==> src/rtl/jtag_shift_capture.sv <==
// JTAG user-register capture: synchronizes JTAGG signals into clk and shifts DR data into a capture register.
// Optional readback echo of the previous transfer is built when JTAG_SHIFT_CAPTURE_ECHO_EN is defined.
//
// state   | meaning
// --------+--------------------------------------------------------------
// S_IDLE  | waiting for the first qualified jtck edge of a new transfer
// S_SHIFT | shifting jtdi into sr on each qualified jtck edge
// S_DONE  | publish sr/counter to outputs, pulse valid, return to S_IDLE
module jtag_shift_capture #(
    parameter int C_data_len    = 64,
    parameter int C_sync_stages = 2
) (
    input  logic                  clk,
    input  logic                  resn,
    input  logic                  jtck,
    input  logic                  jtdi,
    input  logic                  jshift,
    input  logic                  jupdate,
    input  logic                  jce1,
    input  logic                  jce2,
    output logic [C_data_len-1:0] data,
    output logic [7:0]            bit_count,
    output logic [1:0]            reg_sel,
    output logic                  overflow,
    output logic                  valid,
    output logic                  jtdo1,
    output logic                  jtdo2
);

    localparam logic [1:0] S_IDLE  = 2'd0;
    localparam logic [1:0] S_SHIFT = 2'd1;
    localparam logic [1:0] S_DONE  = 2'd2;

    localparam logic [8:0] LEN9 = 9'(C_data_len);

    logic [5:0]            sync_pipe [C_sync_stages];
    logic                  jtck_s, jtdi_s, jshift_s, jupdate_s, jce1_s, jce2_s;
    logic                  jtck_q, jupdate_q;
    logic                  shift_en, upd_rise;
    logic [1:0]            state;
    logic [C_data_len-1:0] sr;
    logic [7:0]            cnt;
    logic [1:0]            sel_src;

    // All JTAGG signals share one synchronizer depth so they stay aligned to each other.
    always_ff @(posedge clk or negedge resn) begin
        if (!resn) begin
            for (int i = 0; i < C_sync_stages; i++) begin
                sync_pipe[i] <= '0;
            end
        end else begin
            sync_pipe[0] <= {jtck, jtdi, jshift, jupdate, jce1, jce2};
            for (int i = 1; i < C_sync_stages; i++) begin
                sync_pipe[i] <= sync_pipe[i-1];
            end
        end
    end

    assign {jtck_s, jtdi_s, jshift_s, jupdate_s, jce1_s, jce2_s} = sync_pipe[C_sync_stages-1];

    always_ff @(posedge clk or negedge resn) begin
        if (!resn) begin
            jtck_q    <= 1'b0;
            jupdate_q <= 1'b0;
        end else begin
            jtck_q    <= jtck_s;
            jupdate_q <= jupdate_s;
        end
    end

    assign shift_en = jtck_s & ~jtck_q & jshift_s & (jce1_s | jce2_s);
    assign upd_rise = jupdate_s & ~jupdate_q;

    always_ff @(posedge clk or negedge resn) begin
        if (!resn) begin
            state     <= S_IDLE;
            sr        <= '0;
            cnt       <= '0;
            sel_src   <= 2'b00;
            data      <= '0;
            bit_count <= '0;
            reg_sel   <= 2'b00;
            overflow  <= 1'b0;
            valid     <= 1'b0;
        end else begin
            valid <= 1'b0;
            case (state)
                S_IDLE: begin
                    if (shift_en) begin
                        sr      <= {jtdi_s, sr[C_data_len-1:1]};
                        cnt     <= 8'd1;
                        sel_src <= jce1_s ? 2'b01 : 2'b10;
                        state   <= S_SHIFT;
                    end
                end
                S_SHIFT: begin
                    // A shift coinciding with the update edge still lands in sr before S_DONE reads it.
                    if (shift_en) begin
                        sr  <= {jtdi_s, sr[C_data_len-1:1]};
                        cnt <= (cnt == 8'hFF) ? cnt : cnt + 8'd1;
                    end
                    if (upd_rise) begin
                        state <= S_DONE;
                    end
                end
                S_DONE: begin
                    data      <= sr;
                    bit_count <= cnt;
                    reg_sel   <= sel_src;
                    overflow  <= ({1'b0, cnt} > LEN9);
                    valid     <= 1'b1;
                    state     <= S_IDLE;
                end
                default: begin
                    state <= S_IDLE;
                end
            endcase
        end
    end

`ifdef JTAG_SHIFT_CAPTURE_ECHO_EN
    logic [C_data_len-1:0] echo;

    // Echo is loaded with the previous result so the host reads it back while shifting new data in.
    always_ff @(posedge clk or negedge resn) begin
        if (!resn) begin
            echo <= '0;
        end else if (shift_en && state == S_IDLE) begin
            echo <= data;
        end else if (shift_en && state == S_SHIFT) begin
            echo <= {1'b0, echo[C_data_len-1:1]};
        end
    end

    assign jtdo1 = echo[0] & sel_src[0];
    assign jtdo2 = echo[0] & sel_src[1];
`else
    assign jtdo1 = 1'b0;
    assign jtdo2 = 1'b0;
`endif

endmodule

==> config.mk <==
export PLATFORM = sky130hd
export DESIGN_NAME = jtag_shift_capture
export DESIGN_NICKNAME = d
export VERILOG_FILES = /design/src/rtl/jtag_shift_capture.sv
export SDC_FILE = /design/constraint.sdc
export NUM_CORES = 1
export LEC_CHECK = 0
export ABC_AREA = 1
export CAP_MARGIN = 30
export CORE_MARGIN = 2
export CORE_UTILIZATION = 50
export DETAILED_ROUTE_END_ITERATION = 8
export GPL_ROUTABILITY_DRIVEN = 0
export HOLD_SLACK_MARGIN = 0.06
export PLACE_DENSITY_LB_ADDON = 0.12
export SKIP_LAST_GASP = 1
export SYNTH_ARGS = -nofsm -noshare
export SYNTH_HDL_FRONTEND = slang
export SYNTH_SLANG_ARGS = --single-unit
export TNS_END_PERCENT = 10
==> constraint.sdc <==
create_clock -name clk -period 3.5 [get_ports clk]
set_clock_uncertainty 0.15 [all_clocks]
set_input_delay 1.05 -clock clk [delete_from_list [all_inputs] [get_ports clk]]
set_output_delay 1.05 -clock clk [all_outputs]
set_load 0.02 [all_outputs]
==> results.rst <==
.. list-table::
   :header-rows: 1

   * - Metric
     - Value
   * - Maximum vdd ir drop
     - between 0.3 and 0.4 mV
   * - Delay of the slowest cell on the worst path
     - between 0.6 and 0.7 ns
   * - First-pass GRT wire length
     - ~19 mm
   * - Number of buffers inserted for hold repair after clock tree synthesis
     - 0
   * - Uppermost routed layer
     - met4
   * - Chip Height
     - 116 µm
   * - Final Setup Violations
     - 0
   * - Post_cts resized
     - 0
   * - Detailed-route wire length
     - 11.1 mm
   * - Path category of the worst min-delay check
     - flop to flop
   * - Cell area reported after detailed placement
     - approximately 7200 µm²
   * - Cts bufs inserted
     - 17
   * - Result of the run
     - completed
   * - Number of max-slew violations in the final report
     - 0
   * - Net total in the final layout
     - 722
   * - Total design power
     - 4.45 mW
   * - Leakage dissipation
     - 3.44 nW
   * - Mapped Cells
     - 634
   * - Half-perimeter wire length of the detailed placement result
     - 7.42 mm
   * - Synthesized flop and latch total
     - 166
   * - Mean post-synth cell area
     - 9.89 µm²
   * - Antenna violations before repair
     - 0
   * - Vias
     - 4188
   * - Grt total ovfl
     - 0
   * - Worst hold path stage count
     - 0
   * - Post-layout min period
     - ~2.6 ns
   * - Normalized max-slew margin
     - between 50% and 60%
   * - Worst Setup SP
     - reg_sel[1]$_DFFE_PN0P_
   * - Top-level port count
     - 86
   * - Proportion of synthesized chip area in sequential cells
     - 66.3%
   * - Final Hold Vio Count
     - 0
   * - Clock latency on the worst-skew pair
     - 0.41 ns
   * - Chain of cells forming the critical path
     - clkdlybuf4s50_1
   * - Post CTS Setup Buffer Count
     - 0
   * - Data arrival time of the worst path
     - 1.43 ns
   * - Number of placement rows
     - 40
   * - Mean routed wirelength per cell
     - about 12 µm
   * - Power per cell area
     - 567 nW/µm²
   * - Post-route met1 wirelength
     - 5.30 mm
   * - Crit path capture type
     - output port
   * - Maxcap violations
     - 0
   * - Worst path top cell family by delay
     - buffers and inverters
   * - WL met2
     - 5.31 mm
   * - Largest buffer count on any clock path
     - 2
   * - Clock tree from TritonCTS
     - done
   * - Number of cells on the critical path
     - 1
   * - Die Span X
     - ~120 µm
   * - Count of unique library cells instantiated by Yosys
     - 23
   * - Number of cells on the worst reg-to-reg path
     - 6
   * - Remaining antenna violation count
     - 0
   * - RSZ-0062 raised after global routing
     - false
   * - Placed cell count
     - 861
   * - DR pass1 iterations
     - 4
   * - Initial core utilization
     - 51.8%
   * - Average via count per standard cell
     - 4.69
   * - CP Launch Type
     - flop
   * - Number of sinks driven by the clock tree
     - 166
   * - Initial detailed-routing violation count
     - 309
   * - Crit-path slowest cell
     - sky130_fd_sc_hd__clkdlybuf4s50_1
   * - Total Neg Setup Slack
     - 0 ns
   * - Crit share post-route
     - 75.1%
   * - Pin count of the biggest net entering global routing
     - 82
   * - Diode insertion count for antenna repair
     - 0
   * - Root buffer selected by CTS
     - sky130_fd_sc_hd__clkbuf_16
   * - Max Clock Freq
     - 380 MHz
   * - Synthesized area
     - 6270 µm²
   * - Met3 wire len
     - 319 µm
   * - Post-route cell area
     - 7860 µm²
   * - Aggregate global-route resource usage
     - 18.3%
   * - Yosys warning total
     - 0
   * - Signed area change from the synthesized netlist to the final layout
     - 25.4%
   * - Hold Startpoint
     - sync_pipe[10]$_DFF_PN0_
   * - Actual slew at the worst max-slew pin
     - 0.671 ns
   * - Via count of the first global-routing pass
     - roughly 3900
   * - Layout cell share with drive strength beyond 1
     - 7.45%
   * - Highest fanout seen on the critical path
     - 2
   * - Count of non-filler cells in the finished layout
     - 893
   * - Clock slew at reported path FFs
     - 0.06 ns
   * - Classification of the worst setup path
     - flop to output port
   * - Area of the core region
     - between 10000 and 15000 µm²
   * - RR Startpoint
     - jce1_s$_DFF_PN0_
   * - Count of H-tree levels built during CTS
     - 4
   * - Worst EP required
     - 2.30 ns
   * - DRC
     - 0
   * - Number of buffers and inverters on the critical path
     - 1
   * - IO buf count
     - 83
   * - Area enclosed by the die boundary
     - 13400 µm²
-- stage by stage --
stage / utilization (%) / hold WS [ns] / setup slack, ns
after global placement: 59.3 / 0.182 / 1.32
after floorplan: - / 0.181 / 1.86
after CTS: 64.9 / 0.199 / 0.856
final: 64.9 / 0.197 / 0.870
after detailed placement: 59.5 / 0.186 / 1.32
after global routing: 64.9 / 0.205 / 0.818
-- power breakdown --
group	internal, mW	switching (mW)	total (mW)
Combinational	0.139	0.222	0.362
Clock	1.32	0.699	2.02
Sequential	2.01	0.0590	2.07
Total	3.47	0.981	4.45
-- synthesized netlist by cell type --
| cell type | n | share of area [%] |
|---|---|---|
| sky130_fd_sc_hd__dfrtp_1 | 166 | 66 |
| sky130_fd_sc_hd__nand2_2 | 2 | 0.20 |
| sky130_fd_sc_hd__o21ai_2 | 9 | 1.3 |
| sky130_fd_sc_hd__o21ai_1 | 43 | 3.4 |
| sky130_fd_sc_hd__nand4_1 | 2 | 0.20 |
| sky130_fd_sc_hd__nor4_1 | 1 | 0.10 |
| sky130_fd_sc_hd__inv_4 | 1 | 0.10 |
| sky130_fd_sc_hd__inv_2 | 1 | 0.060 |
| sky130_fd_sc_hd__nor2_2 | 3 | 0.30 |
| sky130_fd_sc_hd__buf_4 | 2 | 0.24 |
| sky130_fd_sc_hd__nor2_4 | 1 | 0.18 |
| sky130_fd_sc_hd__clkbuf_1 | 8 | 0.48 |
| sky130_fd_sc_hd__buf_2 | 15 | 1.2 |
| sky130_fd_sc_hd__xor2_1 | 1 | 0.14 |
| sky130_fd_sc_hd__buf_6 | 7 | 1.3 |
| sky130_fd_sc_hd__nor2_1 | 14 | 0.84 |
| sky130_fd_sc_hd__conb_1 | 1 | 0.060 |
| sky130_fd_sc_hd__inv_1 | 76 | 4.6 |
| sky130_fd_sc_hd__ha_1 | 2 | 0.40 |
| sky130_fd_sc_hd__nand2_1 | 179 | 11 |
| sky130_fd_sc_hd__o21ai_0 | 91 | 7.3 |
| sky130_fd_sc_hd__nand3_1 | 8 | 0.64 |
| sky130_fd_sc_hd__o21a_1 | 1 | 0.12 |
-- placed cells by master, fill, tap and decap left out, drive strengths merged --
cell / synthesis / layout
nand2: 181 / 181
dfrtp: 166 / 166
o21ai: 143 / 143
clkdlybuf4s50: 0 / 82
inv: 78 / 78
clkbuf: 8 / 24
nor2: 18 / 18
nand3: 8 / 8
buf: 24 / 8
bufinv: 0 / 5
clkinv: 0 / 3
nand4: 2 / 2
ha: 2 / 2
conb: 1 / 2
xor2: 1 / 1
o21a: 1 / 1
nor4: 1 / 1
-- state kept, by name, summed over array words and instances, names as in the netlist --
| name | cells |
|---|---|
| data | 64 |
| sr | 64 |
| bit_count | 8 |
| cnt | 8 |
| sync_pipe | 6 |
| reg_sel | 2 |
| sel_src | 2 |
| state | 2 |
| jce1_s | 1 |
| jce2_s | 1 |
| jshift_s | 1 |
| jtck_q | 1 |
| jtck_s | 1 |
| jtdi_s | 1 |
| jupdate_q | 1 |
| jupdate_s | 1 |
| overflow | 1 |
| valid | 1 |
-- final timing paths --
check	end	slack, ns
min in group asynchronous	data[56]$_DFFE_PN0P_	0.50
max in group asynchronous	sr[18]$_DFFE_PN0P_	1.92
hold reg to reg	jtdi_s$_DFF_PN0_	0.20
setup / recovery	reg_sel[1]	0.87
hold / removal	jtdi_s$_DFF_PN0_	0.20
setup reg to reg	sr[56]$_DFFE_PN0P_	1.43
-- layer usage --
metal | up-vias | global-route usage, %
li1 | 2147 | -
met1 | 1956 | 25.7
met2 | 76 | 27.6
met3 | 9 | 4.39
met4 | 0 | 7.38
met5 | - | 0
-- cell families after synthesis --
| logic type | after synthesis | synth area share (%) |
|---|---|---|
| AO/OA/AOI/OAI | 144 | 12.1 |
| XOR/XNOR | 1 | 0.140 |
| adder cells (fa/ha/maj) | 2 | 0.399 |
| other | 1 | 0.0598 |
| AND/OR/NAND/NOR | 210 | 13.2 |
| flip-flops | 166 | 66.3 |
| buffers and inverters | 110 | 7.88 |
-- layout make-up --
cell class	instances	area, µm²
sequential	166	4150
clock buffer	24	482
inverter	78	295
tap	168	210
fill	1009	4250
timing repair buffer	90	917
multi-input combinational	359	1630
clock inverter	8	169
(Power assumes the default switching activity.)
